<file path="src/rtl/canvas_plot_arbiter_pkg.sv">
// Shared canvas constants, colours, arbiter state encoding and range helper.
package canvas_plot_arbiter_pkg;

    localparam int unsigned H_RES = 160;
    localparam int unsigned V_RES = 120;
    localparam int unsigned XW    = 8;
    localparam int unsigned YW    = 7;
    localparam int unsigned CW    = 3;

    // 3-bit RGB colours as understood by vga_adapter
    localparam logic [CW-1:0] BLACK   = 3'b000;
    localparam logic [CW-1:0] BLUE    = 3'b001;
    localparam logic [CW-1:0] GREEN   = 3'b010;
    localparam logic [CW-1:0] CYAN    = 3'b011;
    localparam logic [CW-1:0] RED     = 3'b100;
    localparam logic [CW-1:0] MAGENTA = 3'b101;
    localparam logic [CW-1:0] YELLOW  = 3'b110;
    localparam logic [CW-1:0] WHITE   = 3'b111;

    localparam logic [CW-1:0] CLEAR_COLOUR = BLACK;

    typedef enum logic [1:0] {
        StIdle,
        StPlot,
        StClear,
        StDone
    } arb_state_e;

    // Unsigned bounds check; out-of-range coordinates are dropped, never clamped
    function automatic logic in_canvas(input logic [XW-1:0] x, input logic [YW-1:0] y);
        return (x < XW'(H_RES)) && (y < YW'(V_RES));
    endfunction

endpackage

</file>
<file path="src/rtl/canvas_plot_arbiter_if.sv">
// Requester-side and VGA-side signals of the plot arbiter.
interface canvas_plot_arbiter_if;
    import canvas_plot_arbiter_pkg::*;

    logic          cur_req;
    logic [XW-1:0] cur_x;
    logic [YW-1:0] cur_y;
    logic [CW-1:0] cur_colour;
    logic          cur_ack;
    logic          cur_drop;
    logic          clear_req;
    logic          clear_busy;
    logic          clear_done;
    logic [XW-1:0] vga_x;
    logic [YW-1:0] vga_y;
    logic [CW-1:0] vga_colour;
    logic          vga_plot;

    // Movement logic / top level side
    modport master (
        output cur_req, cur_x, cur_y, cur_colour, clear_req,
        input  cur_ack, cur_drop, clear_busy, clear_done,
        input  vga_x, vga_y, vga_colour, vga_plot
    );

    // Arbiter side
    modport slave (
        input  cur_req, cur_x, cur_y, cur_colour, clear_req,
        output cur_ack, cur_drop, clear_busy, clear_done,
        output vga_x, vga_y, vga_colour, vga_plot
    );

endinterface

</file>
<file path="src/rtl/canvas_plot_arbiter_raster_counter.sv">
// Row-major x/y sweep counter; exposes the following pixel so the owner can register it.
module canvas_plot_arbiter_raster_counter
    import canvas_plot_arbiter_pkg::*;
(
    input  logic          clk_i,
    input  logic          rst_ni,
    input  logic          clr_i,
    input  logic          en_i,
    output logic [XW-1:0] x_next_o,
    output logic [YW-1:0] y_next_o,
    output logic          last_o
);

    logic [XW-1:0] x_q, x_d, x_step;
    logic [YW-1:0] y_q, y_d, y_step;
    logic          last;

    assign last = (x_q == XW'(H_RES - 1)) && (y_q == YW'(V_RES - 1));

    // Next raster position; holds at the final pixel instead of running off the last row
    always_comb begin
        x_step = x_q;
        y_step = y_q;
        if (!last) begin
            if (x_q == XW'(H_RES - 1)) begin
                x_step = '0;
                y_step = y_q + 1'b1;
            end else begin
                x_step = x_q + 1'b1;
            end
        end
    end

    // Clear has priority over advancing
    always_comb begin
        x_d = x_q;
        y_d = y_q;
        if (clr_i) begin
            x_d = '0;
            y_d = '0;
        end else if (en_i) begin
            x_d = x_step;
            y_d = y_step;
        end
    end

    // Counter state
    always_ff @(posedge clk_i or negedge rst_ni) begin
        if (!rst_ni) begin
            x_q <= '0;
            y_q <= '0;
        end else begin
            x_q <= x_d;
            y_q <= y_d;
        end
    end

    assign x_next_o = x_step;
    assign y_next_o = y_step;
    assign last_o   = last;

endmodule

</file>
<file path="src/rtl/canvas_plot_arbiter.sv">
// Owns the vga_adapter write port; arbitrates single cursor pixels against a full-screen clear.
module canvas_plot_arbiter
    import canvas_plot_arbiter_pkg::*;
(
    input  logic                 clock,
    input  logic                 resetn,
    canvas_plot_arbiter_if.slave bus_io
);

    arb_state_e    state_q;
    logic [XW-1:0] vga_x_q;
    logic [YW-1:0] vga_y_q;
    logic [CW-1:0] vga_colour_q;
    logic          vga_plot_q;
    logic          cur_ack_q;
    logic          cur_drop_q;
    logic          clear_busy_q;
    logic          clear_done_q;

    logic [XW-1:0] sweep_x_next;
    logic [YW-1:0] sweep_y_next;
    logic          sweep_last;
    logic          sweep_en;
    logic          cur_in_range;

    // Counter tracks the pixel currently presented while in StClear and rests at (0,0) otherwise
    assign sweep_en     = (state_q == StClear);
    assign cur_in_range = in_canvas(bus_io.cur_x, bus_io.cur_y);

    canvas_plot_arbiter_raster_counter u_raster_counter (
        .clk_i    (clock),
        .rst_ni   (resetn),
        .clr_i    (!sweep_en),
        .en_i     (sweep_en),
        .x_next_o (sweep_x_next),
        .y_next_o (sweep_y_next),
        .last_o   (sweep_last)
    );

    // Arbiter FSM with all outputs registered
    always_ff @(posedge clock or negedge resetn) begin
        if (!resetn) begin
            state_q      <= StIdle;
            vga_x_q      <= '0;
            vga_y_q      <= '0;
            vga_colour_q <= '0;
            vga_plot_q   <= 1'b0;
            cur_ack_q    <= 1'b0;
            cur_drop_q   <= 1'b0;
            clear_busy_q <= 1'b0;
            clear_done_q <= 1'b0;
        end else begin
            unique case (state_q)
                StIdle: begin
                    if (bus_io.clear_req) begin
                        // Clear wins a tie; the cursor stays stalled until it is finished
                        state_q      <= StClear;
                        vga_x_q      <= '0;
                        vga_y_q      <= '0;
                        vga_colour_q <= CLEAR_COLOUR;
                        vga_plot_q   <= 1'b1;
                        clear_busy_q <= 1'b1;
                    end else if (bus_io.cur_req) begin
                        state_q      <= StPlot;
                        vga_x_q      <= bus_io.cur_x;
                        vga_y_q      <= bus_io.cur_y;
                        vga_colour_q <= bus_io.cur_colour;
                        vga_plot_q   <= cur_in_range;
                        cur_ack_q    <= 1'b1;
                        cur_drop_q   <= !cur_in_range;
                    end
                end
                StPlot: begin
                    state_q    <= StIdle;
                    vga_plot_q <= 1'b0;
                    cur_ack_q  <= 1'b0;
                    cur_drop_q <= 1'b0;
                end
                StClear: begin
                    if (sweep_last) begin
                        state_q      <= StDone;
                        vga_plot_q   <= 1'b0;
                        clear_busy_q <= 1'b0;
                        clear_done_q <= 1'b1;
                    end else begin
                        vga_x_q <= sweep_x_next;
                        vga_y_q <= sweep_y_next;
                    end
                end
                StDone: begin
                    state_q      <= StIdle;
                    clear_done_q <= 1'b0;
                end
                default: begin
                    state_q <= StIdle;
                end
            endcase
        end
    end

    assign bus_io.vga_x      = vga_x_q;
    assign bus_io.vga_y      = vga_y_q;
    assign bus_io.vga_colour = vga_colour_q;
    assign bus_io.vga_plot   = vga_plot_q;
    assign bus_io.cur_ack    = cur_ack_q;
    assign bus_io.cur_drop   = cur_drop_q;
    assign bus_io.clear_busy = clear_busy_q;
    assign bus_io.clear_done = clear_done_q;

endmodule
</file>
<file path="src/flat_wrapper.sv">
// flat-port wrapper written by rule: the top's interface ports become plain ports
module canvas_plot_arbiter_flat import canvas_plot_arbiter_pkg::*;
  (clock, resetn, bus_io_cur_req, bus_io_cur_x, bus_io_cur_y, bus_io_cur_colour, bus_io_clear_req, bus_io_cur_ack, bus_io_cur_drop, bus_io_clear_busy, bus_io_clear_done, bus_io_vga_x, bus_io_vga_y, bus_io_vga_colour, bus_io_vga_plot);
  canvas_plot_arbiter_if bus_io_i ();
  input  logic clock;
  input  logic resetn;
  input wire logic [$bits(bus_io_i.cur_req)-1:0] bus_io_cur_req;
  input wire logic [$bits(bus_io_i.cur_x)-1:0] bus_io_cur_x;
  input wire logic [$bits(bus_io_i.cur_y)-1:0] bus_io_cur_y;
  input wire logic [$bits(bus_io_i.cur_colour)-1:0] bus_io_cur_colour;
  input wire logic [$bits(bus_io_i.clear_req)-1:0] bus_io_clear_req;
  output wire logic [$bits(bus_io_i.cur_ack)-1:0] bus_io_cur_ack;
  output wire logic [$bits(bus_io_i.cur_drop)-1:0] bus_io_cur_drop;
  output wire logic [$bits(bus_io_i.clear_busy)-1:0] bus_io_clear_busy;
  output wire logic [$bits(bus_io_i.clear_done)-1:0] bus_io_clear_done;
  output wire logic [$bits(bus_io_i.vga_x)-1:0] bus_io_vga_x;
  output wire logic [$bits(bus_io_i.vga_y)-1:0] bus_io_vga_y;
  output wire logic [$bits(bus_io_i.vga_colour)-1:0] bus_io_vga_colour;
  output wire logic [$bits(bus_io_i.vga_plot)-1:0] bus_io_vga_plot;
  assign bus_io_i.cur_req = bus_io_cur_req;
  assign bus_io_i.cur_x = bus_io_cur_x;
  assign bus_io_i.cur_y = bus_io_cur_y;
  assign bus_io_i.cur_colour = bus_io_cur_colour;
  assign bus_io_i.clear_req = bus_io_clear_req;
  assign bus_io_cur_ack = bus_io_i.cur_ack;
  assign bus_io_cur_drop = bus_io_i.cur_drop;
  assign bus_io_clear_busy = bus_io_i.clear_busy;
  assign bus_io_clear_done = bus_io_i.clear_done;
  assign bus_io_vga_x = bus_io_i.vga_x;
  assign bus_io_vga_y = bus_io_i.vga_y;
  assign bus_io_vga_colour = bus_io_i.vga_colour;
  assign bus_io_vga_plot = bus_io_i.vga_plot;
  canvas_plot_arbiter u_core (.clock(clock), .resetn(resetn), .bus_io(bus_io_i));
endmodule
</file>
<file path="config.mk">
export PLATFORM = sky130hd
export DESIGN_NAME = canvas_plot_arbiter_flat
export DESIGN_NICKNAME = d
export VERILOG_FILES = /design/src/rtl/canvas_plot_arbiter_pkg.sv /design/src/rtl/canvas_plot_arbiter_if.sv /design/src/rtl/canvas_plot_arbiter_raster_counter.sv /design/src/rtl/canvas_plot_arbiter.sv /design/src/flat_wrapper.sv
export SDC_FILE = /design/constraint.sdc
export NUM_CORES = 1
export LEC_CHECK = 0
export ABC_AREA = 1
export BUFFER_PORTS_ARGS = -buffer_cell sky130_fd_sc_hd__buf_4
export CAP_MARGIN = 20
export CELL_PAD_IN_SITES_DETAIL_PLACEMENT = 0
export CELL_PAD_IN_SITES_GLOBAL_PLACEMENT = 1
export CORE_ASPECT_RATIO = 0.6
export CORE_UTILIZATION = 44
export DETAILED_ROUTE_END_ITERATION = 8
export PLACE_DENSITY_LB_ADDON = 0.1
export SYNTH_ARGS = -nofsm -noshare
export SYNTH_HDL_FRONTEND = slang
export SYNTH_HIERARCHICAL = 1
export SYNTH_SLANG_ARGS = --single-unit
</file>
<file path="constraint.sdc">
create_clock -name clock -period 3.3 [get_ports clock]
set_input_delay 0.33 -clock clock [delete_from_list [all_inputs] [get_ports clock]]
set_output_delay 0.33 -clock clock [all_outputs]
set_load 0.02 [all_outputs]
</file>
Word-level counts from Yosys, hierarchy flattened:

Cells that the tools add are included.
W data, S select, Z words.

* output and inout bits: 23
* bits in latches: 0
* word-level logic and storage cells: 77
* bits in registers: 40
* memories kept: 0
* memory bits (read-only): 0
* bits in writable memories: 0
* bits of input ports: 22

* shift-type cells: 0
* reduce and logical (&&, ||, !) cells: 17
* bitwise gates (word level): 0
* $lt $le $gt $ge: 2
* multipliers: 0
* muxes and demuxes: 34
* add/subtract/negate cells: 2
* divide/modulo/power cells: 0
* eq/ne operators: 11

Operator list (count)
* $mux W8: 6
* $mux W7: 6
* $pmux W8 S2: 1
* $pmux W7 S2: 1
* $reduce_and A3 Y1: 4
* $mux W1: 9
* $add A8 B1 Y8 const B: 1
* $eq A8 B8 Y1 const B: 1
* $lt A8 B8 Y1 const B: 1
* $ne A2 B2 Y1 const B: 4
* $pmux W1 S2: 4
* $reduce_bool A2 Y1: 4
* $add A7 B1 Y7 const B: 1
* $eq A7 B7 Y1 const B: 1
* $lt A7 B7 Y1 const B: 1
* $mux W2: 3
* $mux W3: 2
* $pmux W2 S3: 1
* $reduce_and A2 Y1: 3
* $eq A2 B2 Y1 const B: 2
* $ne A3 B3 Y1 const B: 1
* $pmux W1 S3: 1
* $reduce_bool A3 Y1: 1
* $eq A2 B1 Y1 const B: 1
* 5 further kinds: 6

Logic depth before layout (Yosys ltp):

* depth in word-level cells: 6
* mapped depth: 12
* gate-level depth less buffers: 12

Modules after synthesis:

Netlist, hierarchy kept.

Modules (own cells, without submodules)
* canvas_plot_arbiter: area an instance 1396.3 µm², cells an instance 150, sequential area each 625.6 µm², instances 1
* canvas_plot_arbiter_raster_counter: area an instance 1172.4 µm², cells an instance 174, sequential area each 375.4 µm², instances 1

Worst setup path before layout:

OpenSTA, ideal clock, no wires.

* path kind: reg2reg
* start point: register u_core.state_q[0]
* end point: register u_core.u_raster_counter.x_q[0]
* buffers on the path: 3
* setup slack: 1.553 ns
* period minus slack after synthesis: 1.747 ns
* arrival: 1.681 ns
* required time: 3.234 ns
* cell stages (with the launch flop): 10
* setup time: 0.066 ns
* cell sequence: dfrtp_1 > inv_1 > ha_1 > buf_4 > buf_6 > inv_2 > nor2_1 > clkbuf_1 > nand2_1 > nand2_1

* cells in the longest elaborated chain, start to end: 2

Ends and longest elaborated chain
* start, declared: line canvas_plot_arbiter.sv:10 `arb_state_e state_q;`
* start signal, assigned: line canvas_plot_arbiter.sv:43 `state_q <= StIdle;`
* start signal, assigned: line canvas_plot_arbiter.sv:57 `state_q <= StClear;`
* start signal, assigned: line canvas_plot_arbiter.sv:64 `state_q <= StPlot;`
* $eq A2 B2 Y1: line canvas_plot_arbiter.sv:27 `assign sweep_en = (state_q == StClear);`
* net u_core.sweep_en: line canvas_plot_arbiter.sv:23 `logic sweep_en;`
* $mux W8: line canvas_plot_arbiter_raster_counter.sv:38 `if (clr_i) begin`
* end signal, assigned: line canvas_plot_arbiter_raster_counter.sv:50 `x_q <= '0;`
* end signal, assigned: line canvas_plot_arbiter_raster_counter.sv:53 `x_q <= x_d;`
* end, declared: line canvas_plot_arbiter_raster_counter.sv:14 `logic [XW-1:0] x_q, x_d, x_step;`

The timed path passes the listed nets, and every way through them passes these cells.
A chain may end at the register's enable or synchronous reset.

Worst setup path after layout:

* start point: register u_core.u_raster_counter.x_q[1]
* end point: register u_core.vga_x_q[3], in the netlist u_core/bus_io.vga_x[3]

* cells in the longest elaborated chain, start to end: 5
* elaborated cells between the ends (all ways): 9
* those cells by class: add/sub (1); eq/ne (2); mux (4); reduce/logical (2)

Ends and longest elaborated chain
* $eq A8 B8 Y1 *: line canvas_plot_arbiter_raster_counter.sv:18 `assign last = (x_q == XW'(H_RES - 1)) && (y_q == YW'(V_RES - 1));`
* $logic_and A1 B1 Y1 *: line canvas_plot_arbiter_raster_counter.sv:18
* net u_core.sweep_last: line canvas_plot_arbiter.sv:22 `logic sweep_last;`
* $mux W8: line canvas_plot_arbiter_raster_counter.sv:24 `if (!last) begin`
* $mux W8: line canvas_plot_arbiter.sv:80 `if (sweep_last) begin`
* $pmux W8 S2: line canvas_plot_arbiter.sv:53 `unique case (state_q)`
* end signal, assigned: line canvas_plot_arbiter.sv:65 `vga_x_q <= bus_io.cur_x;`
* end signal, assigned: line canvas_plot_arbiter.sv:86 `vga_x_q <= sweep_x_next;`
* end, declared: line canvas_plot_arbiter.sv:11 `logic [XW-1:0] vga_x_q;`

The timed path passes the listed nets; every way through them passes the cells marked *. The select of a mux whose other input is x is not followed.

==> results.yml <==
sta:
  tightest_slew_ns: 0.577
  fin_skew_ns: 0.00716
  hold_ws_ns: 0.00742
  finalMaxSlewViolations: 0
  period_needed_ns: 2.11
  fin_crit_sh_pct: 63.9
  rsz0062_at_grt: "no"
  finalSetupViolations: 0
  max_freq_ghz: 0.474
  setup_ws_ns: 1.19
  relSlewSlack_pct: 61.5
  hold_viol: 0
  finalSetupTns_ns: 0
clocking:
  clk_latency_ns: 0.30
  ctsRootBufferMaster: "clkbuf_8"
  h-tree-depth: 2
  cts_setup_buffers: 0
  clk_pin_slew_worst_paths_ns: 0.09
  cts_resized: 0
  cts.path.max_buffers: 2
  clock-sinks: 40
  cts_made_buffers: 5
  hold_buffers: 0
  tritoncts: "done"
drt:
  drc: 0
  wl_met1_um: 3300
  drt_wl_total_um: 6050
  vias: 2189
  vias_per_cell: 4.86
  antenna_left: 0
  wl_met3_um: 252
  drtIter0Drc: 126
  highest_layer: "met4"
  drt-pass1-iter-count: 4
  wl_per_cell_um: 13.4
  met2_length_um: 2460
power:
  power_mw: 2.01
  vdd_drop_max_v: 0.000465
  p_leak_nw: 1.61
  p_per_area_nw_per_um2: 659
global_route:
  gr-total-overflow: 0
  grt_use_total_pct: 21.0
  antenna_found_initial: 0
  grt_pass1_vias: 1949
  grt_max_degree: 41
  grt_pass1_wl_um: 9740
yosys:
  synth_cell_types: 30
  synthesis.area_um2: 2570
  synth-edff-count: 0
  synthTopCellsByCount: "102 x nand2_1, 40 x dfrtp_1, 35 x inv_1"
  ys.flop_type: "dfrtp_1"
  synthesis.nets: 352
  ys_seq_area_share_pct: 39.0
  synthArstFlopShare_pct: 100
  synth_top_cell_area_share_pct: 39.0
  yosysWarnings: 6
  synth.avg_cell_area_um2: 7.93
  yosysTopAreaCell: "dfrtp_1"
  postSynthCellCount: 324
  synth.area.top_cells: "dfrtp_1 39%, nand2_1 15%, o21ai_2 5.5%, nand2_2 5.4%, inv_1 5.1%"
  synth_most_common_cell: "nand2_1"
  synth-seq-cells: 40
floorplan:
  die_area_um2: 6160
  num_rows: 21
  coreArea_um2: 5600
  start_util_pct: 45.9
  ios: 45
  die_width_um: 101
  dieHeight_um: 61.2
layout:
  layout-area-overhead-vs-synth_pct: 18.9
  fin_nets: 397
  n_antenna_cell: 0
  drive_gt1_share_pct: 29.7
  final_util_pct: 54.6
setup_path:
  criticalPathCategory: "register to register"
  startpoint_type: "register"
  cp-end-kind: "register"
  required_ns: 3.53
  critPathMaxFanout: 30
  crit_arrival_ns: 2.34
run_status:
  status: "finished clean"
hold_path:
  hold_path.class: "primary input to asynchronous set/reset pin"
placement:
  portBuffers: 44
  gp_congestion: 0.824
  dp_hpwl_um: 4490
  pre_cts_slack_ns: 1.21
run:
  maxCapViolCount: 0
final timing paths:
kind,cells after the start,start,end,slack [ns]
setup / recovery,9,u_core/u_raster_counter/x_q[1]$_DFFE_PN0P_,u_core/bus_io.vga_x[3]$_DFFE_PN0P_,1.19
setup reg to reg,9,u_core/u_raster_counter/x_q[1]$_DFFE_PN0P_,u_core/bus_io.vga_x[3]$_DFFE_PN0P_,1.19
max in group asynchronous,1,resetn,u_core/u_raster_counter/y_q[4]$_DFFE_PN0P_,2.92
hold / removal,1,resetn,u_core/bus_io.vga_x[6]$_DFFE_PN0P_,0.007
min in group clock,2,bus_io_cur_colour[1],u_core/bus_io.vga_colour[1]$_DFFE_PN0P_,0.24
hold reg to reg,2,u_core/bus_io.vga_x[6]$_DFFE_PN0P_,u_core/bus_io.vga_x[6]$_DFFE_PN0P_,0.49
cell families (layout without fill, tap and decap cells):
| family | Yosys count | in the layout | share of synthesized area, % |
|---|---|---|---|
| flops | 40 | 40 | 39.0 |
| xor+xnor | 2 | 2 | 0.682 |
| compound gates | 51 | 51 | 14.5 |
| simple gates | 179 | 179 | 34.3 |
| buf+inv | 46 | 92 | 8.67 |
| fa+ha+maj | 6 | 6 | 2.92 |
cell usage in the layout (no fill, tap or decap), drive strengths merged:
cell type	instances
a21oi	3
clkbuf	5
xnor2	2
bufinv	1
clkinv	2
inv	37
dfrtp	40
nand4	4
ha	6
and2	6
a21boi	15
o21bai	1
nand2	128
nand3	26
a22o	3
buf	47
nor2	15
o22ai	2
o211ai	1
o21ai	26
power breakdown:
| group | total, mW | internal, mW | switching, mW |
|---|---|---|---|
| registers | 0.677 | 0.600 | 0.0768 |
| logic | 0.913 | 0.329 | 0.584 |
| clock network | 0.424 | 0.228 | 0.196 |
| total | 2.01 | 1.16 | 0.856 |
critical path, stage by stage, from the launching register on:
cell and delay (ns):
dfrtp_1 0.42, ha_1 0.28, nand4_4 0.16, nor2_8 0.20
nand2_4 0.14, inv_1 0.12, nand2_1 0.12, nand2_4 0.41
nand2_2 0.10, o21ai_2 0.07
state kept, by name, indices dropped and copies added (netlist names):
signal                       cells
u_core/bus_io.vga_plot           1
u_core/bus_io.vga_y              7
u_core/u_raster_counter/y_q      7
u_core/bus_io.vga_x              8
u_core/state_q                   2
u_core/u_raster_counter/x_q      8
u_core/bus_io.clear_busy         1
u_core/bus_io.clear_done         1
u_core/bus_io.vga_colour         3
u_core/bus_io.cur_ack            1
u_core/bus_io.cur_drop           1
through the flow:
step | instances | area, µm²
3_5_place_dp | 442 | 2940
2_1_floorplan | 324 | 2570
6_report | 450 | 3050
4_1_cts | 450 | 3050
5_1_grt | 450 | 3050
3_3_place_gp | 442 | 2940
layout make-up:
type	instances	area, µm²
multi-input combinational	238	1350
tap	80	100
clock inverter	3	47.5
sequential	40	1000
inverter	37	139
clock buffer	5	68.8
timing repair buffer	47	353
fill	569	2540
layer usage:
metal | vias up | GRT usage, %
met5 | - | 0
met4 | 0 | 4.97
met3 | 4 | 4.09
met2 | 47 | 29.5
met1 | 1014 | 32.8
li1 | 1124 | -
No activity file was read; power rests on OpenSTA's default activity.
